File: src/rtl/axi_line_reader_pkg.sv
// axi_line_reader_pkg: shared FSM encoding and AXI constants for the line reader
package axi_line_reader_pkg;

    localparam logic [1:0] ST_IDLE = 2'd0;
    localparam logic [1:0] ST_ADDR = 2'd1;
    localparam logic [1:0] ST_DATA = 2'd2;

    localparam logic [2:0] SIZE_4B    = 3'b010;
    localparam logic [1:0] BURST_INCR = 2'b01;
    localparam logic [1:0] RESP_OKAY  = 2'b00;

    localparam int PAGE_BYTES = 4096;

endpackage

File: src/rtl/axi_line_reader_burst_calc.sv
// axi_burst_calc: beats for the next burst = min(remaining, MAX_BEATS, words left in the 4 KB page)
module axi_burst_calc
    import axi_line_reader_pkg::*;
#(
    parameter int MAX_BEATS = 256
) (
    input  logic [31:0] remaining_i,
    input  logic [11:0] page_off_i,
    output logic [8:0]  beats_o
);

    logic [10:0] room;
    logic [10:0] rem_cap;
    logic [10:0] lim;
    logic [10:0] b;

    // Word-aligned offsets give 1..1024 words of room; anything past 1024 remaining is capped anyway
    assign room    = 11'((13'(PAGE_BYTES) - {1'b0, page_off_i}) >> 2);
    assign rem_cap = (|remaining_i[31:11]) ? 11'd1024 : remaining_i[10:0];
    assign lim     = (rem_cap < room) ? rem_cap : room;
    assign b       = (lim < 11'(MAX_BEATS)) ? lim : 11'(MAX_BEATS);
    assign beats_o = 9'(b);

endmodule

File: src/rtl/axi_line_reader.sv
// axi_line_reader: fetches one line of 32-bit words over AXI4 read bursts into the display FIFO
module axi_line_reader
    import axi_line_reader_pkg::*;
#(
    parameter int MAX_BEATS = 256
) (
    input  logic        clk,
    input  logic        rst_n,
    input  logic        kick,
    input  logic [31:0] read_addr,
    input  logic [31:0] read_num,
    output logic        busy,
    output logic        err,
    output logic [31:0] m_araddr,
    output logic [7:0]  m_arlen,
    output logic [2:0]  m_arsize,
    output logic [1:0]  m_arburst,
    output logic        m_arvalid,
    input  logic        m_arready,
    input  logic [31:0] m_rdata,
    input  logic [1:0]  m_rresp,
    input  logic        m_rlast,
    input  logic        m_rvalid,
    output logic        m_rready,
    output logic [31:0] buf_dout,
    output logic        buf_we
);

    logic [1:0]  state_q, state_d;
    logic [31:0] addr_q, addr_d;
    logic [31:0] rem_q, rem_d;
    logic        err_q, err_d;
    logic        we_q;
    logic [31:0] dout_q;
    logic [8:0]  beats;
    logic        beat;

    axi_burst_calc #(.MAX_BEATS(MAX_BEATS)) u_calc (
        .remaining_i(rem_q),
        .page_off_i (addr_q[11:0]),
        .beats_o    (beats)
    );

    assign beat      = m_rvalid && (state_q == ST_DATA);
    assign busy      = state_q != ST_IDLE;
    assign err       = err_q;
    assign m_araddr  = addr_q;
    assign m_arvalid = state_q == ST_ADDR;
    assign m_arlen   = m_arvalid ? 8'(beats - 9'd1) : 8'd0;
    assign m_arsize  = SIZE_4B;
    assign m_arburst = BURST_INCR;
    assign m_rready  = state_q == ST_DATA;
    assign buf_we    = we_q;
    assign buf_dout  = dout_q;

    // Next state: accept a line in IDLE, one burst in flight, re-issue or finish on rlast
    always_comb begin
        state_d = state_q;
        addr_d  = addr_q;
        rem_d   = rem_q;
        err_d   = err_q;
        if (state_q == ST_IDLE && kick && read_num != 32'd0) begin
            state_d = ST_ADDR;
            addr_d  = read_addr & ~32'd3;
            rem_d   = read_num;
            err_d   = 1'b0;
        end
        if (state_q == ST_ADDR && m_arready) state_d = ST_DATA;
        if (beat) begin
            addr_d = addr_q + 32'd4;
            rem_d  = rem_q - 32'd1;
            err_d  = err_q | (m_rresp != RESP_OKAY);
            if (m_rlast) state_d = (rem_q == 32'd1) ? ST_IDLE : ST_ADDR;
        end
    end

    // State registers and the registered pixel-word output
    always_ff @(posedge clk or negedge rst_n) begin
        if (!rst_n) begin
            state_q <= ST_IDLE;
            addr_q  <= '0;
            rem_q   <= '0;
            err_q   <= 1'b0;
            we_q    <= 1'b0;
            dout_q  <= '0;
        end else begin
            state_q <= state_d;
            addr_q  <= addr_d;
            rem_q   <= rem_d;
            err_q   <= err_d;
            we_q    <= beat;
            if (beat) dout_q <= m_rdata;
        end
    end

endmodule

File: config.mk
export PLATFORM = sky130hd
export DESIGN_NAME = axi_line_reader
export DESIGN_NICKNAME = d
export VERILOG_FILES = /design/src/rtl/axi_line_reader_pkg.sv /design/src/rtl/axi_line_reader_burst_calc.sv /design/src/rtl/axi_line_reader.sv
export SDC_FILE = /design/constraint.sdc
export NUM_CORES = 1
export LEC_CHECK = 0
export ABC_AREA = 1
export BUFFER_PORTS_ARGS = -buffer_cell sky130_fd_sc_hd__buf_2
export CAP_MARGIN = 10
export CORE_UTILIZATION = 55
export DETAILED_ROUTE_END_ITERATION = 8
export PLACE_DENSITY = 0.85
export SLEW_MARGIN = 20
export SYNTH_ARGS = -nofsm -noshare
export SYNTH_HDL_FRONTEND = slang
export SYNTH_HIERARCHICAL = 1
export SYNTH_SLANG_ARGS = --single-unit
File: constraint.sdc
create_clock -name clk -period 4.03 [get_ports clk]
set_input_delay 0 -clock clk [delete_from_list [all_inputs] [get_ports clk]]
set_output_delay 0 -clock clk [all_outputs]
set_load 0.02 [all_outputs]
==> results of run 1 <==
==> flip-flops by register name (all words and copies together), names as in the netlist <==
signal and count:
buf_we 1, err 1, rem_q 32, m_araddr 30, buf_dout 32, state_q 2
==> report_power, final <==
part,total (W),switching (W),internal [W]
logic,0.000427,0.000236,0.000191
registers,0.00107,0.0000568,0.00102
clock network,0.000952,0.000405,0.000547
==> cells by family after synthesis <==
family / after synthesis
DFF: 98
AOI/OAI and AO/OA: 55
other: 2
buffers and inverters: 151
xor gates and xnor gates: 7
adders and majority gates: 14
and+or+nand+nor: 857
==> Yosys cell counts <==
library cell  instances  area (sq um)
nand2_1             458          1720
nor2_1              161           604
nand3_1             155           776
inv_1               102           383
dfrtp_1              98          2450
o21ai_0              24           120
buf_2                18          90.1
nand4_1              17           106
ha_1                 14           175
buf_4                13          97.6
nand3b_1             11          82.6
nor2_2               11          68.8
o21ai_2              11          96.3
a21oi_1              10          50.1
nor3_1                7          35.0
or2_2                 7          43.8
clkbuf_1              6          22.5
inv_2                 6          22.5
nand2_2               6          37.5
nand2_4               6          67.6
o21bai_1              6          45.0
buf_6                 5          56.3
nor2_4                5          56.3
xnor2_1               4          35.0
and2_1                3          18.8
xor2_1                3          26.3
conb_1                2          7.51
nand2_8               2          40.0
nand3_2               2          20.0
nor3_2                2          20.0
or2_0                 2          12.5
a21o_1                1          7.51
a21oi_2               1          8.76
and3_4                1          11.3
inv_4                 1          6.26
o21ai_1               1          5.00
o22a_1                1          8.76
or2_1                 1          6.26
==> cell usage in the layout (no fill, tap or decap), drive strengths merged, types with 2 or more instances in the layout <==
master | netlist | layout
nand2 | 472 | 472
buf | 36 | 185
nor2 | 177 | 177
nand3 | 157 | 157
inv | 109 | 110
dfrtp | 98 | 98
dlygate4sd3 | 0 | 93
o21ai | 36 | 36
nand4 | 17 | 17
ha | 14 | 14
nand3b | 11 | 11
a21oi | 11 | 11
clkbuf | 6 | 10
or2 | 10 | 10
conb | 2 | 9
nor3 | 9 | 9
o21bai | 6 | 6
xnor2 | 4 | 4
and2 | 3 | 3
xor2 | 3 | 3
bufinv | 0 | 2
clkinv | 0 | 2
==> metal layers <==
layer  share of wire [%]  vias to the layer above  global-route usage [%]
met3                 9.0                       82                    5.89
met5                   0                        -                       0
met4                 3.6                        0                    16.0
met1                  42                     3998                    45.0
met2                  45                      489                    55.9
li1                    -                     4224                       -
==> worst min-delay path by stage <==
| stage | from | to | slack (ns) | cells after the start |
|---|---|---|---|---|
| global route | read_num[4] | rem_q[4] | 0.03 | 4 |
| detailed placement | rst_n | buf_dout[0] | 0.16 | 1 |
| global placement | rst_n | buf_dout[0] | 0.17 | 1 |
| finish | read_num[2] | rem_q[2] | 0.008 | 5 |
| floorplan | rst_n | buf_dout[0] | -0.30 | 0 |
| CTS | read_num[2] | rem_q[2] | 0.004 | 5 |
==> layout make-up <==
| class | count | area [sq um] | area share (%) |
|---|---|---|---|
| Sequential cell | 98 | 2450 | 25.4 |
| Clock buffer | 10 | 229 | 2.37 |
| Inverter | 109 | 412 | 4.25 |
| Multi-Input combinational cell | 942 | 4390 | 45.3 |
| Tap cell | 176 | 220 | 2.28 |
| Clock inverter | 6 | 90.1 | 0.931 |
| Timing Repair Buffer | 278 | 1880 | 19.5 |
==> stage by stage <==
step           hold slack (ns)  TNS (ns)  area (sq um)
6_report               0.00848         0          9680
4_1_cts                0.00354         0          9630
3_3_place_gp             0.166         0          8360
5_1_grt                 0.0308  -0.00304          9680
3_5_place_dp             0.163         0          8360
2_1_floorplan           -0.296         0          7470
==> critical path, delay by kind of cell, from the launching register on <==
kind                     cells  cell delay [ns]
AO/OA/AOI/OAI                2             0.32
adder cells (fa/ha/maj)      2             0.47
buffers and inverters        8             0.71
flip-flops                   1             0.39
AND/OR/NAND/NOR             14             1.51
==> timing repair <==
action,in CTS,in global routing
gates resized for setup,1,14
endpoints found under the setup margin,1,5
pin swaps,1,4
hold buffers,93,0
hold endpoints to repair,158,0
buffers inserted,2,1
==> impl_metrics.ini, run 1 <==
[final_layout]
final_nets = 1556
drive_gt1_share_pct = 18.8
stdcell_count = 1619
fillers = 1081
syn_to_final_growth_pct = 30.0
final_core_util_pct = 73.1
n_antenna_cell = 0

[setup_path]
cpPeakStageDelay_ns = 0.39
r2r_end = err
worstPathArrival_ns = 3.77
reg2reg_depth = 6
required_ns = 4.03
cp_max_fo = 6
crit_start = m_araddr[2]
r2r_slack_ns = 1.28
worstSetupEndpointType = output pin
cp_common_cell = inv_1
endpoint = m_arlen[2]
critPathKind = reg2out
critPathLaunchType = flip-flop
rr_startpoint = state_q[0]
cpMaxStageDelayCell = dfrtp_1

[placement]
dp_hpwl_mm = 15.3
place_inst = 1507
place_ws_ns = 0.234
portBuffers = 176
gp_congestion = 0.954

[sta]
hold_viol = 0
drv_slew = 0
fmax_mhz = 265
fin_crit_ns = 3.77
fin_crit_sh_pct = 93.6
worst_pin_slew_ns = 0.885
setup_viol = 0
fin_skew_ns = 0.00623
worst_slack_ns = 0.259
slew_headroom_pct = 41.0

[clock_tree]
cts-root-buf = clkbuf_16
h-tree-depth = 3
clk_latency_ns = 0.36
cts_buffers = 9
cts_buffer_depth = 2
cts_tree = built
clkSinkCount = 98
cts.clk_slew.worst_paths_ns = 0.07

[synth]
ys_seq_area_share_pct = 33.0
netlist_instances = 1184
synthMuxAreaShare_pct = 0
synth_xor_area_share_pct = 0.824
synthSimpleGateAreaFrac_pct = 50.1
synth_fa_ha_area_share_pct = 2.35
synth_seq_cells = 98
synth.distinct_cells = 38
synth_warnings = 6
synth.avg_cell_area_sq_um = 6.29
synth_compound_area_share_pct = 4.59
synth_top_family_by_area = simple AND/OR/NAND/NOR gates
syn_area_sq_um = 7440

[die]
dieArea_sq_um = 14000
row_count = 42
fp.dieH_um = 118
initial_utilization_pct = 56.2
core_sq_um = 13200
ioPinCount = 186
dieWidth_um = 118

[drt]
drtAntennaViolNets = 0
via_per_inst = 5.43
wl_mm = 23.7
drtIter0Drc = 783
first_pass_iters = 8
drc = 0
avgRoutedWirePerCell_um = 14.6
num_vias = 8793

[min_path]
worstHoldPathType = in2reg

[global_routing]
antenna_found_initial = 0
grt_pass1_wl_mm = 38.8
grt.overflow.total = 0
grt_usage_pct = 34.5
grt_pass1_vias = 8258
grt_max_degree = 71

[power]
total_power_w = 0.00245
leakage_nw = 5.25
powerDensity_nw_per_um2 = 253
peakVddDrop_v = 0.000206

[flow_run]
drv_cap = 0

[outcome]
status = finished clean
(Power assumes the default switching activity.)
==> run 2: changes to the inputs <==
==> constraint.sdc (replaced) <==
create_clock -name clk -period 4.03 [get_ports clk]
set_input_delay 0.403 -clock clk [delete_from_list [all_inputs] [get_ports clk]]
set_output_delay 0.403 -clock clk [all_outputs]
set_load 0.02 [all_outputs]
==> impl_metrics.ini, run 2 (synthesis results as in run 1) <==
[outcome]
violations = design-rule violations, negative hold slack, negative setup slack
status = finished, violations left

[final_layout]
final_cell_mix = 455 x nand2_1, 172 x buf_2, 154 x nor2_1
drive_gt1_share_pct = 23.6
mostFrequentLayoutCell = nand2_1
n_antenna_cell = 0
syn_to_final_growth_pct = 21.7
final_nets = 1493

[placement]
portBuffers = 176
place_ws_ns = 0.110
dp_hpwl_mm = 15.5
gp_congestion = 0.954

[drt]
drtIter0Drc = 779
first_pass_iters = 7
num_vias = 8209
wl_mm = 21.5
via_per_inst = 5.28
avgRoutedWirePerCell_um = 13.8
drc = 1
drtAntennaViolNets = 0

[power]
powerDensity_nw_per_um2 = 257
peakVddDrop_v = 0.000177
total_power_w = 0.00233
power_switching_w = 0.000717
pwr-share-seq_pct = 45.8
leakage_nw = 5.01
internal_power_w = 0.00161
pwr-share-comb_pct = 16.7
swShare_pct = 30.8
power_frac_clock_pct = 37.5

[setup_path]
crit_start = rem_q[16]
worstPathArrival_ns = 3.80
reg2reg_depth = 7
critPathKind = reg2out
critPathLaunchType = flip-flop
cp_max_fo = 6
worstSetupEndpointType = output pin
required_ns = 3.63
rr_startpoint = state_q[0]
r2r_slack_ns = 1.48

[clock_tree]
cts_buffer_depth = 2
cts_tree = built
clk_latency_ns = 0.36
cts.clk_slew.worst_paths_ns = 0.08
holdBufCountCts = 0
cts-root-buf = clkbuf_16
cts_buffers = 9
clkSinkCount = 98
h-tree-depth = 3

[die]
ioPinCount = 186
row_count = 42
dieArea_sq_um = 14000
dieWidth_um = 118
fp.dieH_um = 118
core_sq_um = 13200
initial_utilization_pct = 56.2

[sta]
worst_slack_ns = -0.177
fin_skew_ns = 0.00810
fin_crit_sh_pct = 104
worst_pin_slew_ns = 0.842
hold_viol = 2
timing.hold.ws_ns = -0.000745
drv_slew = 0
slew_headroom_pct = 43.8
fmax_mhz = 238
rsz0062_at_grt = true
setup_viol = 4
fin_crit_ns = 4.21

[global_routing]
grt.overflow.total = 0
grt_usage_pct = 31.5
antenna_found_initial = 0
grt_max_degree = 80
grt_pass1_vias = 7546
grt_pass1_wl_mm = 35.6

[min_path]
worstHoldPathType = in2async

[flow_run]
drv_cap = 0
[run 2: worst max-delay path: stages, from the launching register on]
cell and delay, ns:
dfrtp_2 0.45, nor2_1 0.13, nand2_1 0.07, nor2_2 0.15, and3_4 0.25, clkinvlp_4 0.16, nor2_2 0.12, ha_1 0.24
nand2_1 0.08, inv_1 0.05, nand3_2 0.10, inv_2 0.06, a21oi_4 0.27, buf_6 0.16, buf_4 0.10, nand3_1 0.07
nand2_1 0.08, nor2_2 0.07, nor2_2 0.14, nand2_2 0.09, nor3_2 0.22, o21ai_1 0.08, a21oi_1 0.15, buf_4 0.16
[run 2: stage by stage]
| step | cell area (sq um) | std cells | utilization [%] | setup TNS (ns) |
|---|---|---|---|---|
| final | 9060 | 1556 | 68.4 | -0.583 |
| after global routing | 9060 | 1556 | 68.4 | -2.35 |
| after CTS | 8900 | 1545 | 67.2 | -0.0141 |
| after detailed placement | 8450 | 1519 | 63.8 | 0 |
| after global placement | 8450 | 1519 | 63.8 | 0 |
| after floorplan | 7470 | 1191 | - | 0 |
[run 2: area by class of cell]
type,instances,area [sq um]
multi-input cells,942,4460
fillers,1216,4190
flip-flops and latches,98,2460
repair buffers,215,1200
inverters,109,415
clock buffers,9,225
well taps,176,220
clock inverters,7,71.3
[run 2: final timing paths]
kind | end
setup / recovery | m_arlen[7]
hold / removal | buf_dout[6]
setup reg to reg | m_araddr[26]
hold reg to reg | buf_dout[29]
max in group asynchronous | rem_q[16]
min in group clk | buf_dout[22]
[run 2: timing repair]
action	4_1_cts	5_1_grt
cloned	0	0
pin swaps	9	14
buffers inserted	10	10
gates resized for setup	22	24
endpoints found under the setup margin	6	7
[run 2: power by group through the flow]
stage | clock network (W) | logic [W] | registers (W)
global placement | 0 | 0.000349 | 0.00108
detailed placement | 0 | 0.000357 | 0.00108
floorplan | 0 | 0.000192 | 0.00110
global route | 0.000919 | 0.000434 | 0.00107
CTS | 0.000876 | 0.000367 | 0.00106
finish | 0.000873 | 0.000388 | 0.00107
[run 2: metal layers]
layer	global-route usage [%]	routed length [um]
met5	0	0
met4	7.45	315
met1	41.4	9360
met2	51.5	9920
met3	8.59	1910
